--- src/rtl/obv_stat_snapshot.sv ---
// obv_stat_snapshot: N_CH stat counters, atomic shadow snapshot drained one channel per valid/ready beat; OBV_STAT_CLR_ON_SNAP_EN restarts counters at capture.
module obv_stat_snapshot #(
    parameter int N_CH = 7,
    parameter int CNT_W = 64,
    parameter int INC_W = 16,
    localparam int CH_W = (N_CH > 1) ? $clog2(N_CH) : 1
) (
    input  logic                  clk,
    input  logic                  rst_n,
    input  logic                  pause,
    input  logic                  clear,
    input  logic [N_CH-1:0]       inc_vld,
    input  logic [N_CH*INC_W-1:0] inc_val,
    input  logic                  snap_req,
    output logic                  snap_busy,
    output logic                  m_vld,
    input  logic                  m_rdy,
    output logic [CNT_W-1:0]      m_data,
    output logic [CH_W-1:0]       m_ch,
    output logic                  m_last,
    output logic [N_CH-1:0]       ovf
);
    typedef enum logic {IDLE, STREAM} state_t;
    state_t           state_q;
    logic [CNT_W-1:0] cnt_q [N_CH];
    logic [CNT_W-1:0] cnt_d [N_CH];
    logic [CNT_W-1:0] shadow_q [N_CH];
    logic [CNT_W:0]   sum [N_CH];
    logic [N_CH-1:0]  ovf_q, ovf_d;
    logic [CH_W-1:0]  m_ch_q;
    logic             m_vld_q, m_last_q, busy_q, capture;
    assign capture = (state_q == IDLE) && snap_req;
    always_comb begin
        for (int i = 0; i < N_CH; i++) begin
            sum[i] = {1'b0, cnt_q[i]} + (CNT_W+1)'(inc_val[i*INC_W +: INC_W]);
            cnt_d[i] = cnt_q[i];
            ovf_d[i] = ovf_q[i];
            if (clear) begin
                cnt_d[i] = '0;
                ovf_d[i] = 1'b0;
            end
`ifdef OBV_STAT_CLR_ON_SNAP_EN
            else if (capture) begin
                cnt_d[i] = (!pause && inc_vld[i]) ? CNT_W'(inc_val[i*INC_W +: INC_W]) : '0;
                ovf_d[i] = 1'b0;
            end
`endif
            else if (!pause && inc_vld[i]) begin
                cnt_d[i] = sum[i][CNT_W-1:0];
                ovf_d[i] = ovf_q[i] | sum[i][CNT_W];
            end
        end
    end
    always_ff @(posedge clk or negedge rst_n) begin
        if (!rst_n) begin
            for (int i = 0; i < N_CH; i++) cnt_q[i] <= '0;
            ovf_q <= '0;
        end else begin
            cnt_q <= cnt_d;
            ovf_q <= ovf_d;
        end
    end
    // Shadow is only written at capture, so counting, clear and pause never disturb a stream.
    always_ff @(posedge clk or negedge rst_n) begin
        if (!rst_n) begin
            for (int i = 0; i < N_CH; i++) shadow_q[i] <= '0;
            state_q  <= IDLE;
            m_ch_q   <= '0;
            m_vld_q  <= 1'b0;
            m_last_q <= 1'b0;
            busy_q   <= 1'b0;
        end else if (state_q == IDLE) begin
            if (snap_req) begin
                shadow_q <= cnt_q;
                state_q  <= STREAM;
                m_ch_q   <= '0;
                m_vld_q  <= 1'b1;
                m_last_q <= (N_CH == 1);
                busy_q   <= 1'b1;
            end
        end else if (m_rdy) begin
            if (m_last_q) begin
                state_q  <= IDLE;
                m_vld_q  <= 1'b0;
                m_last_q <= 1'b0;
                busy_q   <= 1'b0;
            end else begin
                m_ch_q   <= m_ch_q + CH_W'(1);
                m_last_q <= (m_ch_q + CH_W'(1)) == CH_W'(N_CH - 1);
            end
        end
    end
    assign m_data    = shadow_q[m_ch_q];
    assign m_ch      = m_ch_q;
    assign m_vld     = m_vld_q;
    assign m_last    = m_last_q;
    assign snap_busy = busy_q;
    assign ovf       = ovf_q;
endmodule

--- config.mk ---
export PLATFORM = sky130hd
export DESIGN_NAME = obv_stat_snapshot
export DESIGN_NICKNAME = d
export VERILOG_FILES = /design/src/rtl/obv_stat_snapshot.sv
export SDC_FILE = /design/constraint.sdc
export NUM_CORES = 2
export LEC_CHECK = 0
export ABC_AREA = 1
export CORE_MARGIN = 2
export CORE_UTILIZATION = 41
export CTS_CLUSTER_SIZE = 8
export DETAILED_ROUTE_END_ITERATION = 8
export PLACE_DENSITY = 0.55
export SKIP_LAST_GASP = 1
export SYNTH_ARGS = -nofsm -noshare
export SYNTH_HDL_FRONTEND = slang
export SYNTH_SLANG_ARGS = --single-unit
--- constraint.sdc ---
create_clock -name clk -period 2.8 [get_ports clk]
set_input_delay 0.56 -clock clk [delete_from_list [all_inputs] [get_ports clk]]
set_output_delay 0.56 -clock clk [all_outputs]
set_load 0.01 [all_outputs]
==> results.json <==
{
  "outcome": "complete, but fails checks",
  "violations": "setup timing",
  "power_uw": 53380,
  "synthMuxAreaShare": 0,
  "initial_core_util": 0.4115,
  "p_comb_frac": 0.422,
  "hold_class": "input pin to flip-flop",
  "max_freq_ghz": 0.3093,
  "regArea_um2": 22760,
  "final.period_utilization": 1.155,
  "yosys.area_share.adder": 0.02779,
  "grt_antenna_before_repair": 1,
  "grt_pass1_vias": 56170,
  "fin_skew_ns": 0.04198,
  "power.switching_uw": 20890,
  "core_um2": 137000,
  "vias_per_cell": 5.435,
  "clock_power_share": 0.288,
  "num_vias": 59010,
  "avgSynthCellArea_um2": 6.662,
  "leakage_uw": 0.03340,
  "fin_nets": 9272,
  "tns_ns": -21.89,
  "worst_ep_required_time_ns": 2.24,
  "crit_type": "flip-flop to primary output",
  "synth_xor_area_frac": 0.001088,
  "multiInputGateArea_um2": 29930,
  "setup_ws_ns": -0.4331,
  "grt_pass1_wl_um": 364100,
  "syn_nets": 8707,
  "fin_cells": 10860,
  "fp-row-count": 136,
  "clock-root-buffer": "clkbuf_16",
  "gp_congestion": 1.019,
  "end_kind": "primary output",
  "grtUsageTotal": 0.3481,
  "ir_drop_uv": 651.6,
  "place_inst": 10620,
  "overflow": 0,
  "rsz0062_at_grt": "true",
  "die_area_um2": 140500,
  "drcViolationCount": 0,
  "clk_path_buf_depth": 3,
  "maxSlewHeadroom": 0.5831,
  "insertion_delay_ns": 0.77,
  "synth_top_family_by_area": "simple AND/OR/NAND/NOR gates",
  "dr.first_iter.drc_count": 6013,
  "ys_ff_latch": 909,
  "drv_slew": 0,
  "detail-route-antenna-nets": 0,
  "crit_fanout": 9,
  "drv_cap": 0,
  "syn-cell-area_um2": 56370,
  "worstPathArrival_ns": 2.67,
  "power_density_nw_per_um2": 753.4,
  "wire_per_inst_um": 22.83,
  "die_x_um": 374.8,
  "final_layout_size_suffix_gt1_frac": 0.1268,
  "worst_setup_path_start_kind": "flip-flop",
  "p_int_uw": 32490,
  "seq_power_share": 0.290,
  "wl_um": 247900,
  "synth_simple_gate_area_frac": 0.3460,
  "ys_seq_area_frac": 0.4035,
  "cts_sinks": 909,
  "cts_tree": "done",
  "yosysWarnings": 0,
  "switching_share": 0.3913,
  "final_hold_viol_count": 0,
  "synth_compound_gate_area_share": 0.1227,
  "ys_types": 44,
  "fill_cells": 13770,
  "die_height_um": 374.8,
  "setup_viol": 64,
  "first_pass_iters": 6,
  "num_io_pins": 202,
  "htree_levels": 4,
  "fin_crit_ns": 3.233,
  "worstMarginPinSlew_ns": 0.6254,
  "synthToLayoutAreaGrowth_pct": 25.69,
  "dpl.hpwl_um": 193400,
  "grt_max_degree": 105,
  "final_util": 0.5172,
  "fin_hold_ws_ns": 0.2973,
  "cts_made_buffers": 135,
  "portBuffers": 201,
  "clk_pin_slew_ns": 0.06,
  "syn_inst": 8461
}
[routing by layer]
layer | vias up | GRT usage | part of all wire
met3 | 465 | 0.06049 | 0.075
met2 | 2294 | 0.5663 | 0.46
met4 | 2 | 0.1512 | 0.051
met5 | - | 0 | 0.000052
li1 | 28140 | - | -
met1 | 28110 | 0.4548 | 0.42
[synth_stat cells]
cell | n | share of area
o21ai_0 | 783 | 0.070
nand3_1 | 499 | 0.044
nor3_4 | 2 | 0.00058
buf_2 | 65 | 0.0058
o21a_1 | 3 | 0.00040
a31oi_1 | 64 | 0.0071
inv_2 | 21 | 0.0014
nor3_1 | 179 | 0.016
o22ai_1 | 130 | 0.014
ha_1 | 114 | 0.025
nor2_4 | 4 | 0.00080
and3_1 | 3 | 0.00033
or2_2 | 4 | 0.00044
nor2_2 | 28 | 0.0031
o31ai_1 | 1 | 0.00013
o21bai_1 | 71 | 0.0095
nor4_2 | 1 | 0.00022
a21oi_2 | 4 | 0.00062
xor2_1 | 7 | 0.0011
nor2_1 | 1311 | 0.087
or2_1 | 5 | 0.00055
nand3b_1 | 21 | 0.0028
nand3_2 | 23 | 0.0041
clkbuf_1 | 181 | 0.012
o21ai_1 | 18 | 0.0016
nand2_2 | 16 | 0.0018
buf_4 | 4 | 0.00053
nand4_1 | 175 | 0.019
a21oi_1 | 188 | 0.017
buf_1 | 18 | 0.0012
nor4_1 | 4 | 0.00044
clkinv_1 | 2 | 0.00013
inv_4 | 2 | 0.00022
o21ai_2 | 4 | 0.00062
inv_1 | 1164 | 0.078
nor3_2 | 21 | 0.0037
o32ai_1 | 2 | 0.00031
fa_1 | 7 | 0.0025
dfrtp_1 | 909 | 0.40
a21boi_0 | 14 | 0.0019
nor3b_1 | 1 | 0.00013
nand2_4 | 5 | 0.0010
and2_1 | 9 | 0.0010
nand2_1 | 2374 | 0.16
[sequential cells by signal (all words and copies together) (netlist names)]
name       flops
cnt_q        448
shadow_q     448
ovf            7
m_ch           3
m_last         1
snap_busy      1
state_q        1
[layout by cell type (no fill, tap or decap), types with 7 or more instances in the layout]
cell and instances:
o21ai_0 631, clkbuf_16 145, nand3_1 492, buf_2 15
a31oi_1 42, o21ai_1 106, bufbuf_16 8, inv_2 20
ha_1 114, nand3_2 28, inv_1 1162, o22ai_2 38
nor2_2 93, buf_4 357, buf_6 62, a21boi_0 14
clkdlybuf4s50_1 134, nor2_1 1169, a31oi_4 16, buf_12 80
buf_8 7, nand3b_1 21, clkbuf_1 15, nor3_2 21
nand2_1 2373, o21ai_2 56, o22ai_1 75, and2_1 9
nor3_1 179, buf_16 25, nand2_2 16, nor2_4 81
fa_1 7, dfrtp_1 906, o22ai_4 17, nand4_1 175
xor2_1 7, o21bai_1 71, a21oi_1 188, o21ai_4 12
[cell type report]
class	instances	area share
Antenna cell	1	0.00003532
Clock inverter	10	0.001607
Timing Repair inverter	2	0.0007064
Multi-Input combinational cell	6095	0.4224
Inverter	1189	0.06359
Sequential cell	909	0.3212
Clock buffer	163	0.05211
Tap cell	1794	0.03168
Timing Repair Buffer	694	0.1066
[kinds of logic (layout without fill, tap and decap cells)]
logic type | Yosys count | count (layout)
adders and majority gates | 121 | 121
and+or+nand+nor | 4685 | 4685
xor gates and xnor gates | 7 | 7
AOI/OAI and AO/OA | 1282 | 1282
buffers and inverters | 1457 | 2058
DFF | 909 | 909
other | 0 | 1
[power groups by stage]
stage                     registers, uW  clock network (uW)  logic [uW]
after floorplan                   14600                   0        7050
after global placement            15600                   0       15800
after detailed placement          15600                   0       15800
after CTS                         15400               15500       20300
after global routing              15400               16100       23400
final                             15500               15300       22500
[worst max-delay path, cell delays in order, from the launching register on]
cell,delay (ns)
dfrtp_4,0.52
buf_12,0.17
bufbuf_16,0.30
nor2_2,0.16
o22ai_2,0.14
nor2_4,0.23
a31oi_1,0.07
buf_4,0.17
buf_6,0.12
[path summary, 6_finish.rpt]
kind / from / to / slack (ns) / cells past startpoint
min reg2reg: shadow_q[106] / shadow_q[106] / 0.48 / 2
min: clear / cnt_q[349] / 0.30 / 4
max reg2reg: cnt_q[64] / cnt_q[120] / 0.41 / 15
max in group asynchronous: rst_n / cnt_q[1] / 1.45 / 4
min in group asynchronous: rst_n / cnt_q[200] / 0.33 / 2
max: m_ch[0] / m_data[22] / -0.43 / 8
[per-stage QoR]
stage	setup WS (ns)	area (um2)
floorplan	0.6216	56370
global placement	-0.3643	63490
detailed placement	-0.2750	63490
CTS	-0.4250	69960
global route	-0.4683	70850
finish	-0.4331	70850
[what timing repair did]
item / in CTS / in global routing
gates cloned: 33 / 3
hold endpoints to repair: 26 / 0
endpoints found under the setup margin: 66 / 65
pin swaps: 139 / 128
gates resized for setup: 764 / 219
buffers inserted: 44 / 19
hold buffers: 1 / 0
(Power assumes the default switching activity.)
